### src/rtl/divider_loader_if.sv
// Handshake and serial-shift signals between a target source and divider_loader.
interface divider_loader_if #(
    parameter int unsigned DATA_WIDTH = 32
);
    logic [DATA_WIDTH-1:0] target_value;
    logic                  target_valid;
    logic                  target_ready;
    logic                  load_done;
    logic                  load_error;
    logic                  sr_data;
    logic                  sr_data_clock;
    logic                  sr_div_data_enable;
    logic                  sr_div_data_reset;

    modport master (
        output target_value, target_valid,
        input  target_ready, load_done, load_error,
        input  sr_data, sr_data_clock, sr_div_data_enable, sr_div_data_reset
    );

    modport slave (
        input  target_value, target_valid,
        output target_ready, load_done, load_error,
        output sr_data, sr_data_clock, sr_div_data_enable, sr_div_data_reset
    );
endinterface

### src/rtl/divider_loader.sv
// Serially loads a divide target into a downstream shift register, MSB first.
// Optional macro LOADER_ZERO_GUARD_EN rejects targets below 2 with a load_error pulse.
module divider_loader #(
    parameter int unsigned DATA_WIDTH = 32,
    parameter int unsigned CLK_DIV    = 4
) (
    input logic             system_clock,
    input logic             external_reset,
    divider_loader_if.slave ldr
);
    localparam int unsigned     CntW      = $clog2(2 * CLK_DIV + 1);
    localparam int unsigned     BitW      = $clog2(DATA_WIDTH + 1);
    localparam logic [CntW-1:0] ClearLast = CntW'(CLK_DIV);
    localparam logic [CntW-1:0] LowLast   = CntW'(CLK_DIV - 1);
    localparam logic [CntW-1:0] BitLast   = CntW'(2 * CLK_DIV - 1);
    localparam logic [BitW-1:0] LastBit   = BitW'(DATA_WIDTH - 1);

    typedef enum logic [1:0] {StIdle, StClear, StShift, StDone} state_e;

    state_e                state_q;
    logic [CntW-1:0]       cnt_q;
    logic [BitW-1:0]       bit_q;
    logic [DATA_WIDTH-1:0] shift_q;
    logic                  ready_q;
    logic                  done_q;
    logic                  data_q;
    logic                  sclk_q;
    logic                  enable_q;
    logic                  clear_q;
`ifdef LOADER_ZERO_GUARD_EN
    logic                  error_q;
`endif

    always_ff @(posedge system_clock or posedge external_reset) begin
        if (external_reset) begin
            state_q  <= StIdle;
            cnt_q    <= '0;
            bit_q    <= '0;
            shift_q  <= '0;
            ready_q  <= 1'b1;
            done_q   <= 1'b0;
            data_q   <= 1'b0;
            sclk_q   <= 1'b0;
            enable_q <= 1'b0;
            clear_q  <= 1'b0;
`ifdef LOADER_ZERO_GUARD_EN
            error_q  <= 1'b0;
`endif
        end else begin
            done_q <= 1'b0;
`ifdef LOADER_ZERO_GUARD_EN
            error_q <= 1'b0;
`endif
            unique case (state_q)
                StIdle: begin
                    if (ldr.target_valid && ready_q) begin
                        shift_q <= ldr.target_value;
                        cnt_q   <= '0;
                        ready_q <= 1'b0;
                        state_q <= StClear;
`ifdef LOADER_ZERO_GUARD_EN
                        error_q <= (ldr.target_value < DATA_WIDTH'(2));
`endif
                    end
                end
                StClear: begin
                    // First CLEAR cycle is the capture slot; the clear pulse follows it.
                    if (cnt_q == ClearLast) begin
                        clear_q  <= 1'b0;
                        enable_q <= 1'b1;
                        data_q   <= shift_q[DATA_WIDTH-1];
                        shift_q  <= shift_q << 1;
                        cnt_q    <= '0;
                        bit_q    <= '0;
                        state_q  <= StShift;
                    end else begin
                        clear_q <= 1'b1;
                        cnt_q   <= cnt_q + 1'b1;
                    end
`ifdef LOADER_ZERO_GUARD_EN
                    if (error_q) begin
                        clear_q <= 1'b0;
                        cnt_q   <= '0;
                        ready_q <= 1'b1;
                        state_q <= StIdle;
                    end
`endif
                end
                StShift: begin
                    if (cnt_q == BitLast) begin
                        sclk_q <= 1'b0;
                        cnt_q  <= '0;
                        if (bit_q == LastBit) begin
                            enable_q <= 1'b0;
                            data_q   <= 1'b0;
                            done_q   <= 1'b1;
                            state_q  <= StDone;
                        end else begin
                            data_q  <= shift_q[DATA_WIDTH-1];
                            shift_q <= shift_q << 1;
                            bit_q   <= bit_q + 1'b1;
                        end
                    end else begin
                        if (cnt_q == LowLast) sclk_q <= 1'b1;
                        cnt_q <= cnt_q + 1'b1;
                    end
                end
                StDone: begin
                    ready_q <= 1'b1;
                    state_q <= StIdle;
                end
                default: state_q <= StIdle;
            endcase
        end
    end

    assign ldr.target_ready       = ready_q;
    assign ldr.load_done          = done_q;
    assign ldr.sr_data            = data_q;
    assign ldr.sr_data_clock      = sclk_q;
    assign ldr.sr_div_data_enable = enable_q;
    assign ldr.sr_div_data_reset  = clear_q;
`ifdef LOADER_ZERO_GUARD_EN
    assign ldr.load_error         = error_q;
`else
    assign ldr.load_error         = 1'b0;
`endif
endmodule
### src/flat_wrapper.sv
// flat-port wrapper written by rule: the top's interface ports become plain ports
module divider_loader_flat 
#(
    parameter int unsigned DATA_WIDTH = 32,
    parameter int unsigned CLK_DIV    = 4
)
  (system_clock, external_reset, ldr_target_value, ldr_target_valid, ldr_target_ready, ldr_load_done, ldr_load_error, ldr_sr_data, ldr_sr_data_clock, ldr_sr_div_data_enable, ldr_sr_div_data_reset);
  divider_loader_if #(.DATA_WIDTH(DATA_WIDTH)) ldr_i ();
  input logic system_clock;
  input logic external_reset;
  input wire logic [$bits(ldr_i.target_value)-1:0] ldr_target_value;
  input wire logic [$bits(ldr_i.target_valid)-1:0] ldr_target_valid;
  output wire logic [$bits(ldr_i.target_ready)-1:0] ldr_target_ready;
  output wire logic [$bits(ldr_i.load_done)-1:0] ldr_load_done;
  output wire logic [$bits(ldr_i.load_error)-1:0] ldr_load_error;
  output wire logic [$bits(ldr_i.sr_data)-1:0] ldr_sr_data;
  output wire logic [$bits(ldr_i.sr_data_clock)-1:0] ldr_sr_data_clock;
  output wire logic [$bits(ldr_i.sr_div_data_enable)-1:0] ldr_sr_div_data_enable;
  output wire logic [$bits(ldr_i.sr_div_data_reset)-1:0] ldr_sr_div_data_reset;
  assign ldr_i.target_value = ldr_target_value;
  assign ldr_i.target_valid = ldr_target_valid;
  assign ldr_target_ready = ldr_i.target_ready;
  assign ldr_load_done = ldr_i.load_done;
  assign ldr_load_error = ldr_i.load_error;
  assign ldr_sr_data = ldr_i.sr_data;
  assign ldr_sr_data_clock = ldr_i.sr_data_clock;
  assign ldr_sr_div_data_enable = ldr_i.sr_div_data_enable;
  assign ldr_sr_div_data_reset = ldr_i.sr_div_data_reset;
  divider_loader #(.DATA_WIDTH(DATA_WIDTH), .CLK_DIV(CLK_DIV)) u_core (.system_clock(system_clock), .external_reset(external_reset), .ldr(ldr_i));
endmodule
### config.mk
export PLATFORM = sky130hd
export DESIGN_NAME = divider_loader_flat
export DESIGN_NICKNAME = d
export VERILOG_FILES = /design/src/rtl/divider_loader_if.sv /design/src/rtl/divider_loader.sv /design/src/flat_wrapper.sv
export SDC_FILE = /design/constraint.sdc
export NUM_CORES = 1
export LEC_CHECK = 0
export ABC_CLOCK_PERIOD_IN_PS = 2100
export CAP_MARGIN = 20
export CORE_ASPECT_RATIO = 0.75
export CORE_MARGIN = 2
export CORE_UTILIZATION = 54
export CTS_BUF_LIST = sky130_fd_sc_hd__clkbuf_16
export DETAILED_ROUTE_END_ITERATION = 10
export GPL_ROUTABILITY_DRIVEN = 0
export GPL_TIMING_DRIVEN = 0
export PLACE_DENSITY = 0.78
export SETUP_SLACK_MARGIN = 0.3
export SYNTH_ARGS = -nofsm -noshare
export SYNTH_HDL_FRONTEND = slang
export SYNTH_SLANG_ARGS = --single-unit
### constraint.sdc
create_clock -name system_clock -period 2.1 [get_ports system_clock]
set_input_delay 0.42 -clock system_clock [delete_from_list [all_inputs] [get_ports system_clock]]
set_output_delay 0.42 -clock system_clock [all_outputs]
set_load 0.03 [all_outputs]
==> results.md <==
* Starting density of the core at 56.70%
* R2R depth at 7
* Largest net degree at the start of global routing at 41
* Layout area overhead at 33.50%
* Final Max Tran Viols at 0
* Met3 Usage GRT at 4.869%
* Worst Skew at 0.002931 ns
* First-pass DRT Iterations at 4
* Detail-routed via count per cell at 5.595
* WL/cell at 15.97 µm
* WP data required at 2.27 ns
* CP Capture Type: flip-flop
* Yosys reg bits at 50
* Clk Latency, worst-skew pair at 0.28 ns
* Crit-path max FO at 10
* Critical path startpoint: u_core.state_q[0]$_DFFE_PP0P_
* Met1 GRT Util at 28.90%
* Sequential area share after synthesis at 44.83%
* Worst Hold Class: input port to async pin
* Period minus WS final at 1.823 ns
* Share of layout cells above drive strength 1 at 40.28%
* Count of unique library cells instantiated by Yosys at 44
* FMAX at 548.5 MHz
* Arrival time worst endpoint at 1.99 ns
* Final nets at 330
* Fill cells at 310
* Num rows at 22
* Leak at 1.679 nW
* Final instance area at 3730 µm²
* Launching point of the worst reg2reg path: u_core.state_q[0]$_DFFE_PP0P_
* Sequential share of power at 24.8%
* Antenna cells at 0
* Total track usage at 20.53%
* Placed Instance Area at 3293 µm²
* # DRC at 0
* Antenna viol nets, final at 0
* Setup TNS at 0 ns
* Net Sw Power at 0.002194 W
* Finish-stage setup viols at 0
* RR Endpoint: u_core.shift_q[22]$_DFFE_PP0P_
* Port Buffers at 40
* FF-to-FF setup slack at 0.28 ns
* Max capacitance violation total at 0
* CTS tree: done
* Worst setup SP type: flip-flop
* Initial antenna violation count at 0
* Internal power at 0.004466 W
* P per Cell Area at 1786 nW/µm²
* Drt initial violations at 75
* Mapped Nets at 268
* Sw frac at 32.94%
* Num CTS Buffers at 5
* Syn Std Cell Area at 2794 µm²
* Combinational power share at 61.9%
* DIE WIDTH at 87.06 µm
* Final Hold Viols at 0
* Post-synth EDFFs at 0
* Vias in the first global route at 1906
* Met2 Usage GRT at 31.77%
* Clock Power Share at 13.2%
* Main synth FF type: dfrtp_1
* Worst-path clk slew at 0.06 ns
* CTS max path bufs at 2
* Global-route wire length before repair at 9128 µm
* Peak supply drop at 0.001144 V
* Die area at 5771 µm²
* I/O pins at 42
* Unrepaired setup endpoints after global routing: yes
* Syn avg cell area at 12.42 µm²
* Post-synth ARST share at 100.0%
* Clk root buf: clkbuf_16
* Post-Syn Instances at 225
* Synthesis warning total at 0
* Hold_buf cts at 0
* Die height at 66.30 µm
* Core box area at 4927 µm²
* H-tree depth at 2
* Run status: complete, no violations
* Vias after detailed routing at 1947
* GRT overflow at 0
* Worst setup path class: flip-flop to flip-flop
* Final wirelength at 5556 µm
* Post-route clock period utilization at 86.82%
* CP endpoint: u_core.shift_q[22]$_DFFE_PP0P_
* Clk sinks at 50
* Busiest layer in global routing: met2
* Detailed Place HPWL at 3503 µm
[power groups by stage]
stage | logic (W) | registers [W] | clock network [W]
after CTS | 0.00391 | 0.00165 | 0.000895
after detailed placement | 0.00347 | 0.00165 | 0
after global placement | 0.00340 | 0.00164 | 0
after floorplan | 0.00285 | 0.00166 | 0
final | 0.00413 | 0.00165 | 0.000882
after global routing | 0.00441 | 0.00170 | 0.000940
[state kept, by name, summed over array words and instances (netlist names)]
register                       flops
u_core.shift_q                    32
u_core.ldr.sr_div_data_enable      1
u_core.ldr.sr_data                 1
u_core.ldr.sr_div_data_reset       1
u_core.ldr.sr_data_clock           1
u_core.state_q                     2
u_core.ldr.load_done               1
u_core.cnt_q                       4
u_core.bit_q                       6
u_core.ldr.target_ready            1
[logic make-up after synthesis]
family,Yosys count,synth area share [%]
muxes,65,30.18
buffers and inverters,21,3.851
DFF,50,44.83
other,1,0.1342
and+or+nand+nor,47,9.270
adders and majority gates,8,3.583
AOI/OAI and AO/OA,33,8.151
[stage by stage]
step	std cells	worst slack, ns	power (W)	util, %	hold WS [ns]
detailed placement	326	-0.009255	0.005116	66.84	0.4809
CTS	342	0.2810	0.006450	74.02	0.4025
global route	348	0.2114	0.007048	75.70	0.4223
global placement	325	-0.4814	0.005040	66.43	0.4761
finish	348	0.2768	0.006660	75.70	0.3938
floorplan	225	0.2561	0.004507	-	0.4585
[critical path, cell delays in order (launching register included)]
cell and delay, ns:
dfrtp_2 0.46, inv_4 0.11, ha_4 0.17, inv_2 0.07
o221a_4 0.28, nand3_4 0.12, buf_8 0.18, mux2_4 0.31
[layout make-up]
class	instances	area, µm²	area share (%)
multi-input cells	154	1555	41.70
flip-flops and latches	50	1254	33.61
repair buffers	55	528.0	14.16
clock buffers	5	125.1	3.355
plain buffers	11	115.1	3.086
well taps	60	75.07	2.013
inverters	10	40.04	1.073
clock inverters	3	37.54	1.006
[cells in the mapped netlist, types with 2 or more instances]
master / count / area share (%)
ha_1: 8 / 3.6
a21oi_1: 6 / 1.1
nand2_1: 9 / 1.2
mux2_1: 3 / 1.2
or4_1: 3 / 0.81
nor3_1: 5 / 0.90
nand3_1: 7 / 1.3
a31oi_1: 5 / 1.1
nor2b_1: 4 / 0.90
nor2_1: 7 / 0.94
buf_2: 2 / 0.36
dfrtp_1: 49 / 44
o21ai_0: 6 / 1.1
a21boi_1: 2 / 0.54
clkbuf_1: 5 / 0.67
buf_6: 3 / 1.2
nand4_1: 3 / 0.67
inv_1: 9 / 1.2
nand2b_1: 2 / 0.45
o21ai_1: 4 / 0.72
mux2_4: 30 / 16
mux2_2: 31 / 12
[per-layer routing]
metal	share of wire, %	vias to the layer above
li1	-	938
met1	47	946
met2	46	58
met3	5.7	5
met4	0.77	0
met5	0	-
[cell usage in the layout (no fill, tap or decap), types with 3 or more instances in the layout]
master,instances
o21ai_1,4
inv_2,3
inv_1,8
clkbuf_4,3
nor2b_1,3
nand4_1,3
nand2_1,9
ha_4,5
mux2_2,31
nand3_1,6
mux2_4,30
buf_4,14
a21oi_1,6
clkdlybuf4s50_1,39
a31oi_1,5
o21ai_0,6
nor3_1,4
clkbuf_16,5
dfrtp_1,48
mux2_1,3
nor2_1,6
ha_1,3
[worst min path at each step]
stage / cells past startpoint / from / endpoint
floorplan: 1 / u_core.shift_q[14]$_DFFE_PP0P_ / u_core.shift_q[14]$_DFFE_PP0P_
global route: 2 / external_reset / u_core.shift_q[11]$_DFFE_PP0P_
global placement: 1 / u_core.shift_q[14]$_DFFE_PP0P_ / u_core.shift_q[14]$_DFFE_PP0P_
detailed placement: 1 / u_core.shift_q[14]$_DFFE_PP0P_ / u_core.shift_q[14]$_DFFE_PP0P_
finish: 2 / external_reset / u_core.bit_q[1]$_DFFE_PP0P_
CTS: 2 / external_reset / u_core.shift_q[11]$_DFFE_PP0P_
[what timing repair did]
| action | CTS | global route |
|---|---|---|
| buffers inserted | 8 | 6 |
| gates resized for setup | 32 | 10 |
| pin swaps | 2 | 4 |
| endpoints found under the setup margin | 38 | 36 |
Note: power is estimated with default switching activity, not from simulation.
